==> src/rtl/rsa_decrypt_core.sv <==
// -----------------------------------------------------------------------------
// rsa_decrypt_core
//
// Burst-oriented RSA decrypt datapath. A burst of NUM_MSG ciphertexts is
// loaded together with the modulus n and private exponent d (both taken from
// the first accepted beat only). Each ciphertext is then turned into its
// plaintext m = c^d mod n by right-to-left square-and-multiply, one exponent
// bit per clock. The result overwrites the ciphertext slot. When every message
// is done, the plaintexts stream out on consecutive cycles in input order.
//
// Parameters
//   WIDTH    prime width; key, ciphertext and plaintext are 2*WIDTH bits
//   NUM_MSG  ciphertexts per burst
//
// Ports
//   clk        rising-edge clock
//   rst        asynchronous, active-high reset (aborts any burst)
//   in_valid   qualifies in_n / in_d / in_c
//   in_n       modulus, sampled on the first beat of a burst
//   in_d       private exponent, sampled with in_n
//   in_c       ciphertext, one per accepted beat
//   out_valid  registered; high for NUM_MSG consecutive cycles per burst
//   out_m      registered plaintext; forced to 0 while out_valid is low
// -----------------------------------------------------------------------------
module rsa_decrypt_core #(
  parameter int WIDTH   = 4,
  parameter int NUM_MSG = 8
) (
  input  logic                 clk,
  input  logic                 rst,
  input  logic                 in_valid,
  input  logic [2*WIDTH-1:0]   in_n,
  input  logic [2*WIDTH-1:0]   in_d,
  input  logic [2*WIDTH-1:0]   in_c,
  output logic                 out_valid,
  output logic [2*WIDTH-1:0]   out_m
);

  localparam int KW = 2 * WIDTH;                               // key width
  localparam int PW = 4 * WIDTH;                               // product width
  localparam int IW = (NUM_MSG > 1) ? $clog2(NUM_MSG) : 1;     // message index
  localparam int SW = (KW > 1) ? $clog2(KW) : 1;               // step counter

  localparam logic [IW-1:0] LAST_IDX   = IW'(NUM_MSG - 1);
  localparam logic [SW-1:0] LAST_STEP  = SW'(KW - 1);
  localparam logic [IW-1:0] IDX_ZERO   = {IW{1'b0}};
  localparam logic [IW-1:0] IDX_ONE    = {{(IW-1){1'b0}}, 1'b1};
  localparam logic [SW-1:0] STEP_ZERO  = {SW{1'b0}};
  localparam logic [SW-1:0] STEP_ONE   = {{(SW-1){1'b0}}, 1'b1};
  localparam logic [KW-1:0] KEY_ZERO   = {KW{1'b0}};
  localparam logic [KW-1:0] KEY_ONE    = {{(KW-1){1'b0}}, 1'b1};
  localparam bit            SINGLE_MSG = (NUM_MSG == 1);

  typedef enum logic [1:0] {
    ST_IDLE = 2'd0,
    ST_LOAD = 2'd1,
    ST_CALC = 2'd2,
    ST_OUT  = 2'd3
  } state_t;

  // (a*b) mod m with the product held at full 4*WIDTH precision.
  function automatic logic [KW-1:0] mod_mul(input logic [KW-1:0] a,
                                            input logic [KW-1:0] b,
                                            input logic [KW-1:0] m);
    logic [PW-1:0] prod;
    prod    = PW'(a) * PW'(b);
    mod_mul = KW'(prod % PW'(m));
  endfunction

  // a mod m; lets ciphertexts at or above n enter the exponentiation.
  function automatic logic [KW-1:0] mod_red(input logic [KW-1:0] a,
                                            input logic [KW-1:0] m);
    mod_red = a % m;
  endfunction

  // Registered state
  state_t          state_r;
  logic [IW-1:0]   cnt_r;       // load slot pointer
  logic [IW-1:0]   msg_r;       // message under calculation / being output
  logic [SW-1:0]   step_r;      // exponent bit position within a message
  logic [KW-1:0]   n_r;
  logic [KW-1:0]   d_r;
  logic [KW-1:0]   res_r;
  logic [KW-1:0]   base_r;
  logic [KW-1:0]   exp_r;
  logic [KW-1:0]   c_r [NUM_MSG];

  // Next-state values
  state_t          state_s;
  logic [IW-1:0]   cnt_s;
  logic [IW-1:0]   msg_s;
  logic [SW-1:0]   step_s;
  logic [KW-1:0]   n_s;
  logic [KW-1:0]   d_s;
  logic [KW-1:0]   res_s;
  logic [KW-1:0]   base_s;
  logic [KW-1:0]   exp_s;
  logic            out_valid_s;
  logic [KW-1:0]   out_m_s;

  // Message buffer write port
  logic            c_we_s;
  logic [IW-1:0]   c_addr_s;
  logic [KW-1:0]   c_wdata_s;

  // Operands of the current square-and-multiply step
  logic [KW-1:0]   res_cur_s;
  logic [KW-1:0]   base_cur_s;
  logic [KW-1:0]   exp_cur_s;

  // Step-operand select: the first step of a message starts from the fresh
  // initial values directly, so no extra set-up cycle is spent per message.
  always_comb begin
    res_cur_s  = res_r;
    base_cur_s = base_r;
    exp_cur_s  = exp_r;
    if (step_r == STEP_ZERO) begin
      res_cur_s  = KEY_ONE;
      base_cur_s = mod_red(c_r[msg_r], n_r);
      exp_cur_s  = d_r;
    end else begin
      res_cur_s  = res_r;
      base_cur_s = base_r;
      exp_cur_s  = exp_r;
    end
  end

  // Next-state and output decode for the IDLE/LOAD/CALC/OUT sequencer.
  always_comb begin
    state_s     = state_r;
    cnt_s       = cnt_r;
    msg_s       = msg_r;
    step_s      = step_r;
    n_s         = n_r;
    d_s         = d_r;
    res_s       = res_r;
    base_s      = base_r;
    exp_s       = exp_r;
    out_valid_s = 1'b0;
    out_m_s     = KEY_ZERO;
    c_we_s      = 1'b0;
    c_addr_s    = IDX_ZERO;
    c_wdata_s   = KEY_ZERO;

    case (state_r)
      ST_IDLE: begin
        if (in_valid) begin
          n_s       = in_n;
          d_s       = in_d;
          c_we_s    = 1'b1;
          c_addr_s  = IDX_ZERO;
          c_wdata_s = in_c;
          msg_s     = IDX_ZERO;
          step_s    = STEP_ZERO;
          if (SINGLE_MSG) begin
            cnt_s   = IDX_ZERO;
            state_s = ST_CALC;
          end else begin
            cnt_s   = IDX_ONE;
            state_s = ST_LOAD;
          end
        end else begin
          state_s = ST_IDLE;
        end
      end

      ST_LOAD: begin
        if (in_valid) begin
          c_we_s    = 1'b1;
          c_addr_s  = cnt_r;
          c_wdata_s = in_c;
          if (cnt_r == LAST_IDX) begin
            cnt_s   = IDX_ZERO;
            msg_s   = IDX_ZERO;
            step_s  = STEP_ZERO;
            state_s = ST_CALC;
          end else begin
            cnt_s   = cnt_r + IDX_ONE;
          end
        end else begin
          state_s = ST_LOAD;
        end
      end

      ST_CALC: begin
        // All 2*WIDTH exponent bits are always walked, even once exp is 0,
        // to keep the burst latency fixed.
        if (exp_cur_s[0]) begin
          res_s = mod_mul(res_cur_s, base_cur_s, n_r);
        end else begin
          res_s = res_cur_s;
        end
        base_s = mod_mul(base_cur_s, base_cur_s, n_r);
        exp_s  = exp_cur_s >> 1;
        if (step_r == LAST_STEP) begin
          c_we_s    = 1'b1;
          c_addr_s  = msg_r;
          c_wdata_s = res_s;
          step_s    = STEP_ZERO;
          if (msg_r == LAST_IDX) begin
            msg_s   = IDX_ZERO;
            state_s = ST_OUT;
          end else begin
            msg_s   = msg_r + IDX_ONE;
          end
        end else begin
          step_s = step_r + STEP_ONE;
        end
      end

      ST_OUT: begin
        out_valid_s = 1'b1;
        out_m_s     = c_r[msg_r];
        if (msg_r == LAST_IDX) begin
          msg_s   = IDX_ZERO;
          state_s = ST_IDLE;
        end else begin
          msg_s   = msg_r + IDX_ONE;
        end
      end

      default: begin
        state_s = ST_IDLE;
      end
    endcase
  end

  // State, datapath, message buffer and output registers.
  always_ff @(posedge clk or posedge rst) begin
    if (rst) begin
      state_r   <= ST_IDLE;
      cnt_r     <= IDX_ZERO;
      msg_r     <= IDX_ZERO;
      step_r    <= STEP_ZERO;
      n_r       <= KEY_ZERO;
      d_r       <= KEY_ZERO;
      res_r     <= KEY_ZERO;
      base_r    <= KEY_ZERO;
      exp_r     <= KEY_ZERO;
      out_valid <= 1'b0;
      out_m     <= KEY_ZERO;
      for (int i = 0; i < NUM_MSG; i++) begin
        c_r[i] <= KEY_ZERO;
      end
    end else begin
      state_r   <= state_s;
      cnt_r     <= cnt_s;
      msg_r     <= msg_s;
      step_r    <= step_s;
      n_r       <= n_s;
      d_r       <= d_s;
      res_r     <= res_s;
      base_r    <= base_s;
      exp_r     <= exp_s;
      out_valid <= out_valid_s;
      out_m     <= out_m_s;
      if (c_we_s) begin
        c_r[c_addr_s] <= c_wdata_s;
      end
    end
  end

endmodule

==> config.mk <==
export PLATFORM = sky130hd
export DESIGN_NAME = rsa_decrypt_core
export DESIGN_NICKNAME = d
export VERILOG_FILES = /design/src/rtl/rsa_decrypt_core.sv
export SDC_FILE = /design/constraint.sdc
export NUM_CORES = 1
export LEC_CHECK = 0
export CELL_PAD_IN_SITES_DETAIL_PLACEMENT = 2
export CELL_PAD_IN_SITES_GLOBAL_PLACEMENT = 2
export CORE_ASPECT_RATIO = 0.5
export CORE_MARGIN = 4
export CORE_UTILIZATION = 42
export CTS_BUF_LIST = sky130_fd_sc_hd__clkbuf_4
export DETAILED_ROUTE_END_ITERATION = 7
export DONT_BUFFER_PORTS = 1
export HOLD_SLACK_MARGIN = 0.12
export PLACE_DENSITY_LB_ADDON = 0.1
export SLEW_MARGIN = 0
export SYNTH_ARGS = -nofsm -noshare
export SYNTH_HDL_FRONTEND = slang
export SYNTH_SLANG_ARGS = --single-unit
export TNS_END_PERCENT = 50
==> constraint.sdc <==
create_clock -name clk -period 64.7 [get_ports clk]
set_input_delay 6.47 -clock clk [delete_from_list [all_inputs] [get_ports clk]]
set_output_delay 6.47 -clock clk [all_outputs]
set_load 0.02 [all_outputs]
==> reports/metrics.yaml, run 1 <==
clock_tree:
  clk_latency_ns: 0.64
  clock-sinks: 123
  cts_hold_buf: 0
  post_cts_buffers: 0
  clk_pin_slew_ns: 0.17
  cts_buffers: 17
  clock_path_buffers: 2
  cts_tree: "yes"
  cts_resized: 0
  htreeDepth: 4
  root_buffer: "clkbuf_4"
global_routing:
  gr-usage-all-layers_pct: 29.4
  grt_pass1_wl_um: 142000
  grt_pass1_vias: 25264
  grt-ovfl-total: 0
  antenna_found_initial: 4
  grt_max_degree: 69
place:
  dp_hpwl_um: 69800
  routabilityCongestion: 0.863
  portBuffers: 0
die:
  start_util_pct: 43.0
  io_pins: 36
  dieArea_sq_um: 59600
  num_rows: 60
  die_y_um: 175
  die_w_um: 341
  core_area_sq_um: 54400
logic_synthesis:
  synth_compound_area_share_pct: 25.9
  yosys.area_share.xor_xnor_pct: 4.31
  synth_area_leader_cell: "ha_1"
  synthAdderAreaFrac_pct: 22.7
  synth_top_family_by_area: "compound AO/OA/AOI/OAI gates"
  seq_area_frac_synth_pct: 13.2
  ys_top_cells_by_area: "ha_1 (17%), dfrtp_1 (13%), nor2_1 (5.8%)"
  yosysWarnings: 0
  synthFlopType: "dfrtp_1"
  yosysUniqueCellTypes: 116
  syn-cell-area_sq_um: 23300
  synth_fp_nets: 3339
  synth-async-reset-ratio_pct: 100
  synth_cells: 2928
  yosys.area_share.simple_pct: 22.3
  synth_seq_cells: 123
  synth_top_cell_area_share_pct: 17.1
  synthMuxAreaShare_pct: 7.34
  synth_edf_count: 0
  syn_area_per_cell_sq_um: 7.97
job:
  cap_violations: 0
detailed_routing:
  routed_wl_um: 89100
  drt_iter0_markers: 1304
  postRouteAntennaNets: 0
  drc: 0
  num_vias: 23043
  vias_per_cell: 6.28
  dr.pass1.iters: 5
  wl_per_cell_um: 24.3
worst_setup_path:
  cpMaxStageDelayCell: "mux2i_1"
  crit_end: "base_r[2]"
  worstPathRequired_ns: 65.21
  cp_data_arrival_time_ns: 55.64
  reg2reg_depth: 209
  r2r-end: "base_r[2]"
  cp-start-kind: "register"
  cp-end-kind: "register"
  cp-startpoint: "msg_r[0]"
  r2r-start: "msg_r[0]"
  regToRegSetupSlack_ns: 9.57
  path_max_fanout: 22
  path_common_cell: "ha_1"
  worstSetupPathType: "reg2reg"
  max_stage_delay_ns: 0.89
timing:
  worstMarginPinSlew_ns: 1.25
  setup_viol: 0
  drv_slew: 0
  fin_crit_sh_pct: 85.2
  hold_viol: 0
  finalClockSkew_ns: 0.0472
  slew_headroom_pct: 15.6
  setup-tns-final_ns: 0
  period_minus_slack_ns: 55.13
  timing.fmax_mhz: 18.1
  rsz0062_at_grt: "no"
  holdWs_ns: 0.530
min_path:
  hp-class: "reg2reg"
run_status:
  status: "completed"
cells_and_area:
  drive_gt1_share_pct: 9.28
  fin_nets: 3319
  syn_to_final_growth_pct: 4.67
## layout make-up
type / count / area [sq um]
fill: 6286 / 29900
multi-input combinational: 2567 / 19300
sequential: 123 / 3080
tap: 744 / 931
inverter: 169 / 639
timing repair buffer: 30 / 225
clock buffer: 17 / 128
clock inverter: 14 / 113
antenna: 7 / 17.5
## routing by layer
layer  GRT usage, %  up-vias  share of wire (%)
met5              0        -              0.013
met4           7.14        2                2.1
met2           50.4      414                 47
met1           39.3    11791                 47
met3           4.12      116                4.5
li1               -    10720                  -
## critical path, delay by kind of cell, from the launching register on
kind	cells	cell delay, ns
AO/OA/AOI/OAI	106	27.19
buffers and inverters	10	1.50
AND/OR/NAND/NOR	53	11.97
flip-flops	1	0.35
adder cells (fa/ha/maj)	30	10.23
XOR/XNOR	1	0.08
multiplexers	9	3.53
## worst min path at each step
stage,startpoint,end,cells after the start
6_report,c_r[9],c_r[9],2
3_3_place_gp,d_r[5],d_r[5],1
4_1_cts,d_r[5],d_r[5],1
5_1_grt,d_r[5],d_r[5],1
2_1_floorplan,d_r[7],exp_r[6],2
3_5_place_dp,c_r[9],c_r[9],2
## flip-flops by register name, indices dropped and copies added (netlist names), 3 cells and up, named ones only
signal  cells
step_r      3
cnt_r       3
msg_r       3
out_m       8
exp_r       7
res_r       8
base_r      8
n_r         8
d_r         8
c_r        64
## cell usage in the layout, fill, tap and decap left out, drive strengths merged, types with 9 or more instances in the layout
master   Yosys  layout
fa          65      65
o22ai        9       9
a21oi      200     200
or4         10      10
mux4        14      14
nor3b        9       9
or2         34      34
nor3       109     109
o2111ai     15      15
a21o        72      72
mux2i       55      55
o21a       126     126
nand3       55      55
or3         31      31
inv        168     173
a211oi      19      19
a31oi       29      29
nor2       363     363
a211o       18      18
o211ai      41      41
mux2        75      75
nand4       27      27
nand2      199     199
nand2b      51      51
o21ai      157     157
ha         319     319
dfrtp      123     123
and3        49      49
xnor2       67      67
clkbuf      30      17
xor2        48      48
o31a        18      18
and2        30      30
nor2b       48      48
buf         38      30
o211a       12      12
nor4        15      15
o31ai       50      50
## stage by stage
stage	util, %	area, sq um	setup slack [ns]	cells
final	45.0	24400	9.57	3671
after global routing	44.9	24400	5.21	3668
after CTS	44.9	24400	10.02	3664
after detailed placement	44.5	24200	10.27	3633
after global placement	44.5	24200	12.33	3633
after floorplan	-	23300	19.75	2928
## synth_stat cells, drive strengths merged (9+ instances only)
cell type / count
a211o: 18
nor3: 109
o211ai: 41
o31a: 18
nand2: 199
mux4: 14
xor2: 48
nor3b: 9
or3: 31
a21o: 72
ha: 319
and3: 49
nand4: 27
o2111ai: 15
fa: 65
dfrtp: 123
or2: 34
o211a: 12
nor2b: 48
o21a: 126
or4: 10
nor2: 363
xnor2: 67
nand2b: 51
o22ai: 9
nor4: 15
a21oi: 200
and2: 30
o31ai: 50
clkbuf: 30
inv: 168
o21ai: 157
a31oi: 29
a211oi: 19
mux2: 75
buf: 38
nand3: 55
mux2i: 55
## kinds of logic (layout without fill, tap and decap cells)
family,Yosys count,in the layout
other,2,9
muxes,144,144
AOI/OAI and AO/OA,864,864
xor gates and xnor gates,115,115
adders and majority gates,384,384
buffers and inverters,238,230
DFF,123,123
and+or+nand+nor,1058,1058
Power of run 1 is not shown: default switching activity piles up to over one toggle a cycle in this logic, so the estimate is an artifact.
==> inputs of run 2 (changes only) <==
CORE_ASPECT_RATIO = 0.9   (was 0.5)
==> run 2 against run 1 <==
- worst setup slack worse by 0.46 ns
- fmax fell by 0.84%
- critical path depth fell by 3
- clock skew decreased by 0.013 ns
- cell count shrank 1.1%
- highest routed layer unchanged
==> reports/metrics.yaml, run 2 (synthesized netlist as in run 1, its figures left out) <==
worst_setup_path:
  path_common_cell: "ha_1"
  max_stage_delay_ns: 0.96
  r2r-start: "n_r[4]"
  cp-end-kind: "register"
  cp-start-kind: "register"
  cp_top_family: "compound AO/OA/AOI/OAI gates"
  cp_data_arrival_time_ns: 56.03
  cp-startpoint: "n_r[4]"
  regToRegSetupSlack_ns: 9.11
  path_max_fanout: 13
  worstPathRequired_ns: 65.14
  worstSetupPathType: "reg2reg"
  cpMaxStageDelayCell: "a21oi_1"
  reg2reg_depth: 206
  path_buf_inv: 8
  r2r-end: "base_r[2]"
timing:
  rsz0062_at_grt: "no"
  timing.fmax_mhz: 18.0
  drv_slew: 0
  period_minus_slack_ns: 55.59
  worstMarginPinSlew_ns: 1.26
  setup-tns-final_ns: 0
  slew_headroom_pct: 13.7
  setup_viol: 0
  fin_crit_sh_pct: 85.9
  hold_viol: 0
  finalClockSkew_ns: 0.0341
global_routing:
  antenna_found_initial: 3
  grt_pass1_vias: 25522
  grt_pass1_wl_um: 141000
  grt_max_degree: 71
  gr-usage-all-layers_pct: 29.1
  grt-ovfl-total: 0
clock_tree:
  cts_resized: 0
  cts_hold_buf: 0
  htreeDepth: 4
  clock_path_buffers: 2
  clock-sinks: 123
  clk_pin_slew_ns: 0.14
  post_cts_buffers: 0
  cts_buffers: 17
  root_buffer: "clkbuf_4"
  clk_latency_ns: 0.57
  cts_tree: "yes"
cells_and_area:
  final_area_sq_um: 24400
  mostFrequentLayoutCell: "nor2_1"
  most-common-layout-cells: "nor2_1 (360), ha_1 (319), nand2_1 (198)"
  drive_gt1_share_pct: 9.27
  regMostFlops: "c_r"
  largest_register_ffs: 64
  fin_util_pct: 44.7
  fin_nets: 3320
  syn_to_final_growth_pct: 4.55
detailed_routing:
  num_vias: 22972
  drt_iter0_markers: 1072
  drc: 0
  routed_wl_um: 88300
  dr.pass1.iters: 7
  postRouteAntennaNets: 0
  vias_per_cell: 6.33
  wl_per_cell_um: 24.3
place:
  portBuffers: 0
  dp_hpwl_um: 70800
  dpl_cell_area_sq_um: 24100
  routabilityCongestion: 0.854
min_path:
  whs_endpoint: "d_r[5]"
  hp-class: "reg2reg"
  worstHoldStart: "d_r[5]"
  min_path_cells: 1
die:
  die_y_um: 232
  io_pins: 36
  num_rows: 81
  start_util_pct: 42.7
  core_area_sq_um: 54600
  dieArea_sq_um: 59400
  die_w_um: 257
run_status:
  status: "completed"
job:
  cap_violations: 0
-- run 2: changes by cell type in the layout (fill, tap and decap cells not counted) --
cell,previous run,this run
a211oi_1,15,16
a211oi_2,3,2
buf_4,30,31
bufinv_16,0,1
clkbuf_4,17,18
clkinv_2,3,1
clkinv_4,2,3
clkinvlp_4,3,2
diode_2,7,2
inv_1,160,161
inv_4,0,1
inv_6,5,4
-- run 2: metrics by stage --
stage / cells / worst slack, ns / hold WS, ns
2_1_floorplan: 2928 / 19.75 / 0.472
4_1_cts: 3627 / 9.54 / 0.527
5_1_grt: 3628 / 4.93 / 0.556
3_5_place_dp: 3595 / 9.69 / 0.497
6_report: 3629 / 9.11 / 0.523
3_3_place_gp: 3595 / 12.15 / 0.489
-- run 2: worst max path at each step --
stage,end,slack [ns],cells after the start
finish,base_r[2],9.11,206
global route,base_r[4],4.93,209
CTS,base_r[4],9.54,206
detailed placement,base_r[4],9.69,207
global placement,base_r[3],12.15,203
floorplan,c_r[17],19.75,215
-- run 2: cell type report --
cell class	instances	area, sq um
Clock inverter	14	138
Clock buffer	18	135
Sequential cell	123	3080
Timing Repair Buffer	31	233
Antenna cell	2	5.00
Inverter	169	637
Tap cell	705	882
Fill cell	6343	30200
Multi-Input combinational cell	2567	19300
-- run 2: worst register-to-register path, delay by kind of cell (launching register included) --
| family | cells | cell delay [ns] |
|---|---|---|
| AO/OA/AOI/OAI | 105 | 27.72 |
| flip-flops | 1 | 0.48 |
| buffers and inverters | 8 | 1.01 |
| adder cells (fa/ha/maj) | 29 | 10.25 |
| multiplexers | 4 | 1.42 |
| XOR/XNOR | 1 | 0.09 |
| AND/OR/NAND/NOR | 59 | 14.51 |
-- run 2: routing by layer --
| layer | vias up | routed length, um | part of all wire [%] | GRT usage, % |
|---|---|---|---|---|
| met1 | 11710 | 38200 | 43 | 35.5 |
| met5 | - | 28 | 0.032 | 0 |
| met3 | 161 | 2890 | 3.3 | 3.11 |
| met2 | 384 | 43900 | 50 | 53.3 |
| met4 | 4 | 3360 | 3.8 | 10.2 |
| li1 | 10713 | - | - | - |
Power of run 2 is left out for the same reason.
